==> src/rtl/cpu24_control_fsm.sv <==
`timescale 1ns/1ps
// cpu24_control_fsm: multi-cycle FETCH/DECODE/EXEC/MEM/WB control sequencer for the 24-bit CPU.
// Define CPU24_CTRL_PERF_EN to build the cycle_count/retire_count performance counters.
module cpu24_control_fsm #(
    parameter int unsigned MEM_TIMEOUT = 8
) (
    input  logic        Clock,
    input  logic        Reset,
    input  logic        run,
    input  logic [3:0]  opcode,
    input  logic        Zero,
    input  logic        mem_ready,
    output logic        PCWrite,
    output logic        IRWrite,
    output logic        RegDst,
    output logic        Branch,
    output logic        MemRead,
    output logic        MemWrite,
    output logic        RegWrite,
    output logic        MemToReg,
    output logic        ALUSrc,
    output logic [1:0]  ALUOp,
    output logic [2:0]  state,
    output logic        halted,
    output logic        illegal,
    output logic        bus_error,
    output logic [23:0] cycle_count,
    output logic [23:0] retire_count
);

    typedef enum logic [2:0] {
        S_FETCH  = 3'd0,
        S_DECODE = 3'd1,
        S_EXEC   = 3'd2,
        S_MEM    = 3'd3,
        S_WB     = 3'd4,
        S_HALT   = 3'd5
    } state_t;

    localparam logic [3:0] OP_RTYPE = 4'b0000;
    localparam logic [3:0] OP_ADDI  = 4'b0001;
    localparam logic [3:0] OP_LW    = 4'b0010;
    localparam logic [3:0] OP_SW    = 4'b0011;
    localparam logic [3:0] OP_BEQ   = 4'b0100;
    localparam logic [3:0] OP_HALT  = 4'b1111;

    localparam logic [1:0] ALU_ADD   = 2'b00;
    localparam logic [1:0] ALU_SUB   = 2'b01;
    localparam logic [1:0] ALU_FUNCT = 2'b10;

    localparam logic [7:0] WAIT_LAST = 8'(MEM_TIMEOUT - 1);

    state_t     state_q;
    logic [3:0] op_q;
    logic [7:0] wait_q;
    logic       bus_error_q;

    // Zero only steers the branch target inside the datapath; the sequencer never needs it.
    logic unused_zero;
    assign unused_zero = Zero;

    function automatic logic op_legal(input logic [3:0] op);
        case (op)
            OP_RTYPE, OP_ADDI, OP_LW, OP_SW, OP_BEQ, OP_HALT: op_legal = 1'b1;
            default:                                          op_legal = 1'b0;
        endcase
    endfunction

    always_ff @(posedge Clock or posedge Reset) begin
        if (Reset) begin
            state_q     <= S_FETCH;
            op_q        <= '0;
            wait_q      <= '0;
            bus_error_q <= 1'b0;
        end else begin
            // NOTE: state registers use non-blocking assignments so every branch sees pre-edge values.
            case (state_q)
                S_FETCH: begin
                    if (run) state_q <= S_DECODE;
                end
                S_DECODE: begin
                    op_q <= opcode;
                    if (opcode == OP_HALT)    state_q <= S_HALT;
                    else if (!op_legal(opcode)) state_q <= S_FETCH;
                    else                        state_q <= S_EXEC;
                end
                S_EXEC: begin
                    wait_q <= '0;
                    case (op_q)
                        OP_LW, OP_SW:       state_q <= S_MEM;
                        OP_RTYPE, OP_ADDI:  state_q <= S_WB;
                        default:            state_q <= S_FETCH;
                    endcase
                end
                S_MEM: begin
                    if (op_q != OP_LW && op_q != OP_SW) begin
                        state_q <= S_FETCH;
                    end else if (mem_ready) begin
                        state_q <= (op_q == OP_LW) ? S_WB : S_FETCH;
                    end else if (wait_q == WAIT_LAST) begin
                        // Ready on the final wait cycle takes the branch above, so it beats the timeout.
                        bus_error_q <= 1'b1;
                        state_q     <= S_HALT;
                    end else begin
                        wait_q <= wait_q + 8'd1;
                    end
                end
                S_WB:    state_q <= S_FETCH;
                S_HALT:  state_q <= S_HALT;
                default: state_q <= S_FETCH;
            endcase
        end
    end

    always_comb begin
        // NOTE: every output is defaulted first so no path through the case infers a latch.
        PCWrite  = 1'b0;
        IRWrite  = 1'b0;
        RegDst   = 1'b0;
        Branch   = 1'b0;
        MemRead  = 1'b0;
        MemWrite = 1'b0;
        RegWrite = 1'b0;
        MemToReg = 1'b0;
        ALUSrc   = 1'b0;
        ALUOp    = ALU_ADD;
        halted   = 1'b0;
        illegal  = 1'b0;
        if (!Reset) begin
            case (state_q)
                S_FETCH: IRWrite = run;
                S_DECODE: begin
                    if (!op_legal(opcode)) begin
                        PCWrite = 1'b1;
                        illegal = 1'b1;
                    end
                end
                S_EXEC: begin
                    case (op_q)
                        OP_RTYPE: begin
                            RegDst = 1'b1;
                            ALUOp  = ALU_FUNCT;
                        end
                        OP_ADDI, OP_LW, OP_SW: ALUSrc = 1'b1;
                        OP_BEQ: begin
                            ALUOp   = ALU_SUB;
                            Branch  = 1'b1;
                            PCWrite = 1'b1;
                        end
                        default: ;
                    endcase
                end
                S_MEM: begin
                    if (op_q == OP_LW) begin
                        MemRead = 1'b1;
                        ALUSrc  = 1'b1;
                    end else if (op_q == OP_SW) begin
                        MemWrite = 1'b1;
                        ALUSrc   = 1'b1;
                        PCWrite  = mem_ready;
                    end
                end
                S_WB: begin
                    RegWrite = 1'b1;
                    PCWrite  = 1'b1;
                    case (op_q)
                        OP_RTYPE: begin
                            RegDst = 1'b1;
                            ALUOp  = ALU_FUNCT;
                        end
                        OP_ADDI: ALUSrc = 1'b1;
                        OP_LW: begin
                            MemToReg = 1'b1;
                            ALUSrc   = 1'b1;
                        end
                        default: ;
                    endcase
                end
                S_HALT:  halted = 1'b1;
                default: ;
            endcase
        end
    end

    assign state     = state_q;
    assign bus_error = bus_error_q;

`ifdef CPU24_CTRL_PERF_EN
    logic [23:0] cycle_q;
    logic [23:0] retire_q;

    always_ff @(posedge Clock or posedge Reset) begin
        if (Reset) begin
            cycle_q  <= '0;
            retire_q <= '0;
        end else begin
            cycle_q <= cycle_q + 24'd1;
            if (PCWrite) retire_q <= retire_q + 24'd1;
        end
    end

    assign cycle_count  = cycle_q;
    assign retire_count = retire_q;
`else
    assign cycle_count  = '0;
    assign retire_count = '0;
`endif

endmodule

==> config.mk <==
export PLATFORM = sky130hd
export DESIGN_NAME = cpu24_control_fsm
export DESIGN_NICKNAME = d
export VERILOG_FILES = /design/src/rtl/cpu24_control_fsm.sv
export SDC_FILE = /design/constraint.sdc
export NUM_CORES = 1
export LEC_CHECK = 0
export BUFFER_PORTS_ARGS = -buffer_cell sky130_fd_sc_hd__buf_2
export CAP_MARGIN = 20
export CORE_ASPECT_RATIO = 2
export CORE_MARGIN = 2
export CORE_UTILIZATION = 47
export CTS_BUF_LIST = sky130_fd_sc_hd__clkbuf_8
export DETAILED_ROUTE_END_ITERATION = 10
export PLACE_DENSITY = 0.87
export SLEW_MARGIN = 20
export SYNTH_ARGS = -nofsm -noshare
export SYNTH_HDL_FRONTEND = slang
export SYNTH_SLANG_ARGS = --single-unit
export TNS_END_PERCENT = 20
==> constraint.sdc <==
create_clock -name Clock -period 2.7 [get_ports Clock]
set_clock_uncertainty 0.1 [all_clocks]
set_input_delay 0.54 -clock Clock [delete_from_list [all_inputs] [get_ports Clock]]
set_output_delay 0.54 -clock Clock [all_outputs]
set_load 0.1 [all_outputs]
==> impl_metrics.py, run 1 <==
metrics = {
    "outcome": {
        "status": "completed",
    },
    "setup_path": {
        "cp_data_required_time_ns": 2.06,
        "endpoint": "ALUSrc",
        "startpoint_type": "flop",
        "ff2ff_setup_slack_ns": 0.64,
        "reg2reg_depth": 5,
        "r2r_start": "state[2]",
        "cp.arrival_ns": 2.03,
        "cp_max_fo": 11,
        "path_class": "flop to output pin",
        "worstSetupStartpoint": "state[1]",
        "endpoint_kind": "output pin",
        "r2r-end": "wait_q[3]",
    },
    "grt": {
        "grt_use_met1": 0.191,
        "antenna_found_initial": 0,
        "first_global_vias": 1205,
        "grt_start_max_net_pins": 17,
        "grt_pass1_wl_um": 5400,
        "grt_use_met3": 0.0435,
        "overflow": 0,
        "grtUsageMet2": 0.390,
        "track_usage": 0.205,
        "grt-busiest-layer": "met2",
    },
    "synth": {
        "synth_top_family_by_area": "buffers and inverters",
        "synth_compound_area_frac": 0.117,
        "yosys.area.top_type": "dfrtp_1",
        "ys_async_sr_fraction": 1.00,
        "yosysWarnings": 0,
        "synth-xor-area-share": 0.0182,
        "seq_area_frac_synth": 0.278,
        "synth_common_cells": "buf_4 (49), dfrtp_1 (16), nor2_1 (11)",
        "synth_edf_count": 0,
        "yosys-mux-area-fraction": 0.0234,
        "synthSimpleGateAreaFrac": 0.263,
        "yosys.cell_count.top_type": "buf_4",
        "synth_area_per_cell_um2": 8.48,
        "yosysTopAreaCellShare": 0.278,
        "synth-seq-cells": 16,
        "synth_area_leaders": "dfrtp_1 (28%), buf_4 (26%), nor4_1 (3.0%)",
        "synth_cell_types": 44,
        "syn_inst": 170,
        "synth_flop_cell": "dfrtp_1",
        "syn-cell-area_mm2": 0.00144,
        "synthAdderAreaFrac": 0.00868,
    },
    "placed_design": {
        "place_ws_ns": 0.226,
        "portBuffers": 24,
        "hpwlAfterDp_um": 2560,
        "gp_congestion": 0.871,
        "place_area_mm2": 0.00164,
        "dpl.cell_count": 221,
    },
    "sta": {
        "whs_ns": 0.282,
        "min_period_ns": 2.67,
        "rsz0062_at_grt": "true",
        "worst_pin_slew_ns": 0.537,
        "hold_viol": 0,
        "finalSetupViolations": 0,
        "fmax_mhz": 374,
        "slew_headroom": 0.642,
        "tns_ns": 0,
        "timing.final.crit_share": 0.990,
        "drv_slew": 0,
        "layout_setup_ws_ns": 0.0261,
    },
    "route": {
        "ant_nets": 0,
        "post_drt_via_cell_ratio": 5.35,
        "wl_um": 3320,
        "drt_first_pass_iters": 4,
        "dr.first_iter.drc_count": 40,
        "wl_per_cell_um": 14.6,
        "drc": 0,
        "vias": 1219,
    },
    "power": {
        "pwr-share-comb": 0.615,
        "p_seq_frac": 0.272,
        "p_int_mw": 0.693,
        "power_frac_clock": 0.113,
        "switching_share": 0.600,
        "p_total_mw": 1.73,
        "p_leak_nw": 0.794,
        "vdd_ir_drop_max_mv": 0.765,
        "switchingPower_mw": 1.04,
        "power_density_mw_per_mm2": 993,
    },
    "finish": {
        "fin_area_mm2": 0.00175,
        "nFillCells": 248,
        "drive_gt1_frac": 0.323,
        "syn2layout_area_growth_pct": 21.2,
        "final_util": 0.594,
        "instances_no_fill": 228,
        "final_nets": 209,
        "diodes": 0,
    },
    "clocking": {
        "cts.sinks": 16,
        "cts_tree": "built",
        "cts_made_buffers": 3,
        "path_clk_slew_ns": 0.07,
        "htreeDepth": 1,
        "hold_buffers": 0,
        "cts_max_path_buffers": 2,
        "clk_latency_ns": 0.27,
        "cts-root-buf": "clkbuf_8",
    },
    "run": {
        "maxCapViolCount": 0,
    },
    "die": {
        "coreArea_mm2": 0.00294,
        "fp.dieArea_mm2": 0.00355,
        "io_pins": 74,
        "dieHeight_um": 82.3,
        "initial_core_util": 0.490,
        "fp-row-count": 28,
        "fp.dieW_um": 43.2,
    },
    "hold_path": {
        "hp-class": "primary input to asynchronous set/reset pin",
    },
}
[registers in the layout, indices dropped and copies added (netlist names)]
signal / flops
bus_error: 1
state: 3
wait_q: 8
op_q: 4
[worst min path at each step]
stage,depth (start not counted),to,start
2_1_floorplan,1,wait_q[0],wait_q[0]
3_3_place_gp,2,bus_error,bus_error
4_1_cts,3,wait_q[4],Reset
5_1_grt,3,wait_q[4],Reset
3_5_place_dp,2,bus_error,bus_error
6_report,3,state[2],Reset
[power by group through the flow]
stage          sequential [mW]  combinational (mW)  clock, mW
2_1_floorplan            0.489               0.875          0
3_3_place_gp             0.487               0.966          0
3_5_place_dp             0.490               0.976          0
4_1_cts                  0.461                1.05      0.197
5_1_grt                  0.487                1.12      0.206
6_report                 0.473                1.07      0.196
[cell usage in the layout (no fill, tap or decap), types with 2 or more instances in the layout]
master,instances
conb_1,48
buf_2,16
dfrtp_1,13
nor2_1,9
nand2_1,8
buf_12,8
nand3_1,6
inv_1,6
buf_4,6
and3_1,5
nor4_1,4
o211ai_1,3
o31ai_1,3
xnor2_1,3
mux2_2,3
clkbuf_8,3
nor2b_1,2
nand2b_1,2
o21a_1,2
nand4_1,2
nor4_4,2
nor3b_4,2
o21ai_0,2
a21o_1,2
dfrtp_4,2
[worst max-delay path, stage by stage, from the launching register on]
cell	delay [ns]
dfrtp_4	0.48
or3b_4	0.42
and3_4	0.19
or3_4	0.33
a21oi_4	0.15
buf_12	0.19
[repair_timing]
item,CTS,global route
pin swaps,0,2
buffers inserted,3,0
setup endpoints to repair,3,6
resized for setup,1,5
cloned,0,0
[routing by layer]
metal | vias up | part of all wire
met3 | 9 | 0.065
met5 | - | 0
li1 | 556 | -
met4 | 0 | 0.028
met1 | 582 | 0.31
met2 | 72 | 0.60
[area by class of cell]
cell class | count | area (um2) | share of cell area
inverters | 5 | 18.8 | 0.0107
clock inverters | 1 | 3.75 | 0.00215
flip-flops and latches | 16 | 409 | 0.234
repair buffers | 32 | 304 | 0.174
well taps | 30 | 37.5 | 0.0215
clock buffers | 3 | 41.3 | 0.0236
multi-input cells | 141 | 932 | 0.534
[kinds of logic (layout without fill, tap and decap cells)]
family	Yosys count	after routing
and+or+nand+nor	63	63
buffers and inverters	60	41
AOI/OAI and AO/OA	23	23
DFF	16	16
xor gates and xnor gates	3	3
muxes	3	3
adders and majority gates	1	1
other	1	48
(Power assumes the default switching activity.)
==> inputs of run 2 (changes only) <==
- CTS_BUF_LIST: sky130_fd_sc_hd__clkbuf_8 -> sky130_fd_sc_hd__clkbuf_4 sky130_fd_sc_hd__clkbuf_8
- CTS_CLUSTER_SIZE: not set -> 12
==> impl_metrics.py, run 2 (synthesis results as in run 1) <==
metrics = {
    "sta": {
        "whs_ns": 0.301,
        "hold_viol": 0,
        "worst_pin_slew_ns": 0.541,
        "layout_setup_ws_ns": 0.000320,
        "finalSetupViolations": 0,
        "slew_headroom": 0.639,
        "min_period_ns": 2.70,
        "rsz0062_at_grt": "true",
        "drv_slew": 0,
        "fmax_mhz": 370,
        "timing.final.crit_share": 1.00,
    },
    "setup_path": {
        "cp_data_required_time_ns": 2.06,
        "cp_max_fo": 8,
        "startpoint_type": "flop",
        "critPathMaxStageDelay_ns": 0.43,
        "path_class": "flop to output pin",
        "path_delay_family": "simple AND/OR/NAND/NOR gates",
        "endpoint_kind": "output pin",
        "cpMaxStageDelayCell": "dfrtp_4",
        "crit_buf_inv": 2,
        "cp.arrival_ns": 2.06,
        "path_common_cell": "buf_12",
        "path_cells": "buf_12, nor2b_2, o21ai_4, or3_4, a21oi_4, buf_12",
    },
    "power": {
        "p_total_mw": 1.83,
        "vdd_ir_drop_max_mv": 0.829,
        "power_density_mw_per_mm2": 1020,
        "p_leak_nw": 0.823,
    },
    "die": {
        "io_pins": 74,
        "fp.dieArea_mm2": 0.00355,
        "dieHeight_um": 82.3,
        "initial_core_util": 0.490,
        "fp-row-count": 28,
        "fp.dieW_um": 43.2,
        "coreArea_mm2": 0.00294,
    },
    "route": {
        "vias": 1268,
        "wl_per_cell_um": 15.7,
        "drc": 0,
        "post_drt_via_cell_ratio": 5.44,
        "drt_first_pass_iters": 4,
        "ant_nets": 0,
        "wl_um": 3660,
        "dr.first_iter.drc_count": 51,
    },
    "clocking": {
        "cts-root-buf": "clkbuf_8",
        "cts.sinks": 16,
        "htreeDepth": 1,
        "path_clk_slew_ns": 0.07,
        "clk_latency_ns": 0.26,
        "cts_made_buffers": 3,
        "cts_max_path_buffers": 2,
        "cts_tree": "built",
    },
    "finish": {
        "syn2layout_area_growth_pct": 24.9,
        "diodes": 0,
        "largest-register": "wait_q",
        "final_nets": 214,
        "drive_gt1_frac": 0.345,
        "largest_register_ffs": 8,
        "layout_common_cells": "conb_1 (48), buf_2 (16), dfrtp_1 (13), buf_4 (10)",
        "final_common_cell": "conb_1",
    },
    "grt": {
        "first_global_vias": 1199,
        "overflow": 0,
        "track_usage": 0.204,
        "grt_pass1_wl_um": 5440,
        "antenna_found_initial": 0,
        "grt_start_max_net_pins": 17,
    },
    "outcome": {
        "status": "completed",
    },
    "run": {
        "maxCapViolCount": 0,
    },
    "placed_design": {
        "portBuffers": 24,
        "place_ws_ns": 0.226,
        "gp_congestion": 0.871,
        "hpwlAfterDp_um": 2560,
    },
    "hold_path": {
        "hp-class": "primary input to asynchronous set/reset pin",
    },
}
==> run 2: changes by cell type in the layout (fill, tap and decap cells not counted), sizes merged <==
| cell | previous run | this run |
|---|---|---|
| inv | 6 | 5 |
| buf | 31 | 36 |
| clkbuf | 4 | 5 |
==> run 2: through the flow <==
stage | setup TNS (ns) | cells | utilization | area, um2
floorplan | -2.00 | 217 | - | 1740
global placement | 0 | 221 | 0.558 | 1640
detailed placement | 0 | 221 | 0.558 | 1640
CTS | 0 | 226 | 0.582 | 1710
global route | -0.0579 | 233 | 0.612 | 1800
finish | 0 | 233 | 0.612 | 1800
==> run 2: power by group <==
group,internal [mW],leakage (nW),switching (mW)
Combinational,0.336,0.599,0.813
Sequential,0.307,0.198,0.172
Clock,0.115,0.0262,0.0871
Total,0.758,0.823,1.07
==> run 2: per-layer routing <==
metal,track usage,vias up,share of wire
met2,0.393,89,0.58
li1,-,570,-
met5,0,-,0
met3,0.0435,15,0.074
met4,0.109,0,0.035
met1,0.192,594,0.31
==> run 2: path summary, 6_finish.rpt <==
check	end	cells past startpoint	startpoint	slack [ns]
min reg2reg	bus_error	2	bus_error	0.37
min	state[2]	3	Reset	0.30
max reg2reg	wait_q[3]	5	state[2]	0.62
max	ALUSrc	6	state[2]	0.0003
min in group Clock	bus_error	2	bus_error	0.37
max in group asynchronous	state[1]	3	Reset	1.99
==> run 2: final cells by class <==
| type | count | area, um2 |
|---|---|---|
| Clock buffer | 4 | 48.8 |
| Fill cell | 240 | 1140 |
| Inverter | 5 | 18.8 |
| Multi-Input combinational cell | 141 | 932 |
| Sequential cell | 16 | 409 |
| Tap cell | 30 | 37.5 |
| Timing Repair Buffer | 37 | 354 |
==> run 2: what timing repair did <==
item	in CTS	in global routing
cloned	0	0
pin swaps	0	4
buffers inserted	1	7
hold buffers	0	0
setup endpoints to repair	3	6
gates resized for setup	1	5
==> run 2: worst min-delay path: stages <==
cell and delay, ns:
buf_2 0.16, inv_1 0.09, buf_4 0.24
==> inputs of run 3 (changes only) <==
- SETUP_SLACK_MARGIN: not set -> 0.1
==> impl_metrics.py, run 3 (synthesis results as in run 1) <==
metrics = {
    "power": {
        "p_total_mw": 1.78,
        "power_density_mw_per_mm2": 998,
        "vdd_ir_drop_max_mv": 0.789,
        "p_leak_nw": 0.798,
    },
    "hold_path": {
        "hp-class": "primary input to asynchronous set/reset pin",
    },
    "setup_path": {
        "ff2ff_setup_slack_ns": 0.62,
        "cp_data_required_time_ns": 2.06,
        "crit_buf_inv": 1,
        "cpMaxStageDelayCell": "dfrtp_4",
        "endpoint_kind": "output pin",
        "path_delay_family": "simple AND/OR/NAND/NOR gates",
        "startpoint_type": "flop",
        "r2r-end": "wait_q[3]",
        "path_class": "flop to output pin",
        "cp_num_cells": 5,
        "cp.arrival_ns": 2.06,
        "endpoint": "ALUSrc",
        "r2r_start": "state[2]",
        "cp_max_fo": 2,
        "worstSetupStartpoint": "state[2]",
        "path_cells": "or3b_4, and3_4, or3_4, a21oi_4, buf_12",
        "critPathMaxStageDelay_ns": 0.49,
        "reg2reg_depth": 5,
    },
    "die": {
        "coreArea_mm2": 0.00294,
        "initial_core_util": 0.490,
        "fp.dieArea_mm2": 0.00355,
        "dieHeight_um": 82.3,
        "fp.dieW_um": 43.2,
        "io_pins": 74,
        "fp-row-count": 28,
    },
    "clocking": {
        "htreeDepth": 1,
        "cts_max_path_buffers": 2,
        "cts_tree": "built",
        "clk_latency_ns": 0.26,
        "path_clk_slew_ns": 0.07,
        "cts_made_buffers": 3,
        "cts.sinks": 16,
        "cts-root-buf": "clkbuf_8",
        "hold_buffers": 0,
    },
    "sta": {
        "finalSetupViolations": 0,
        "whs_ns": 0.292,
        "hold_viol": 0,
        "slew_headroom": 0.605,
        "drv_slew": 0,
        "min_period_ns": 2.70,
        "timing.final.crit_share": 0.999,
        "rsz0062_at_grt": "true",
        "fmax_mhz": 371,
        "layout_setup_ws_ns": 0.00341,
        "worst_pin_slew_ns": 0.592,
    },
    "grt": {
        "overflow": 0,
        "grt_pass1_wl_um": 5770,
        "track_usage": 0.217,
        "antenna_found_initial": 0,
        "grt_start_max_net_pins": 17,
        "first_global_vias": 1228,
    },
    "route": {
        "met1_length_um": 1130,
        "dr_wl_met3_um": 225,
        "post_drt_via_cell_ratio": 5.45,
        "ant_nets": 0,
        "drt_first_pass_iters": 4,
        "wl_met2_um": 2100,
        "maxUsedRoutingLayer": "met4",
        "wl_per_cell_um": 15.3,
        "dr.first_iter.drc_count": 43,
        "drc": 0,
        "vias": 1247,
        "wl_um": 3500,
    },
    "placed_design": {
        "gp_congestion": 0.871,
        "hpwlAfterDp_um": 2560,
        "portBuffers": 24,
        "place_area_mm2": 0.00164,
        "place_ws_ns": 0.226,
    },
    "finish": {
        "syn2layout_area_growth_pct": 23.8,
        "drive_gt1_frac": 0.342,
        "largest-register": "wait_q",
        "largest_register_ffs": 8,
        "layout_common_cells": "conb_1 (48), buf_2 (15), dfrtp_1 (13), nor2_1 (9)",
        "nFillCells": 245,
        "diodes": 0,
        "fin_area_mm2": 0.00178,
        "final_nets": 210,
        "final_common_cell": "conb_1",
    },
    "run": {
        "maxCapViolCount": 0,
    },
    "outcome": {
        "status": "completed",
    },
}
## run 3: per-stage QoR
stage | TNS (ns) | instances | util
after global placement | 0 | 221 | 0.558
after detailed placement | 0 | 221 | 0.558
after global routing | -0.0173 | 229 | 0.606
final | 0 | 229 | 0.606
after floorplan | -2.00 | 217 | -
after CTS | 0 | 229 | 0.593
## run 3: how the worst min path moves through the flow
stage | depth (start not counted) | endpoint | from | slack, ns
2_1_floorplan | 1 | wait_q[0] | wait_q[0] | 0.40
3_3_place_gp | 2 | bus_error | bus_error | 0.35
3_5_place_dp | 2 | bus_error | bus_error | 0.36
4_1_cts | 3 | wait_q[4] | Reset | 0.30
5_1_grt | 3 | wait_q[4] | Reset | 0.32
6_report | 3 | state[2] | Reset | 0.29
## run 3: area by class of cell
cell class,count,area [um2],share of cell area
tap,30,37.5,0.0210
multi-input combinational,141,956,0.536
clock buffer,4,48.8,0.0273
timing repair buffer,33,314,0.176
sequential,16,409,0.229
inverter,5,18.8,0.0105
## run 3: report_power, final
group	internal, mW	total (mW)	switching [mW]	leakage (nW)
Clock	0.115	0.203	0.0883	0.0262
Sequential	0.307	0.481	0.174	0.198
Combinational	0.296	1.10	0.801	0.574
Total	0.718	1.78	1.06	0.798
## run 3: tightest hold or removal path, delay by kind of cell
kind / cells / cell delay [ns]
buf+inv: 3 / 0.48
## run 3: metal layers
layer  track usage  up-vias
li1              -      561
met1         0.210      615
met2         0.418       66
met3        0.0478        5
met4        0.0970        0
met5             0        -
## run 3: what timing repair did
item,CTS,global route
setup endpoints to repair,4,8
gates resized for setup,3,8
pin swaps,2,6
setup buffers,4,0
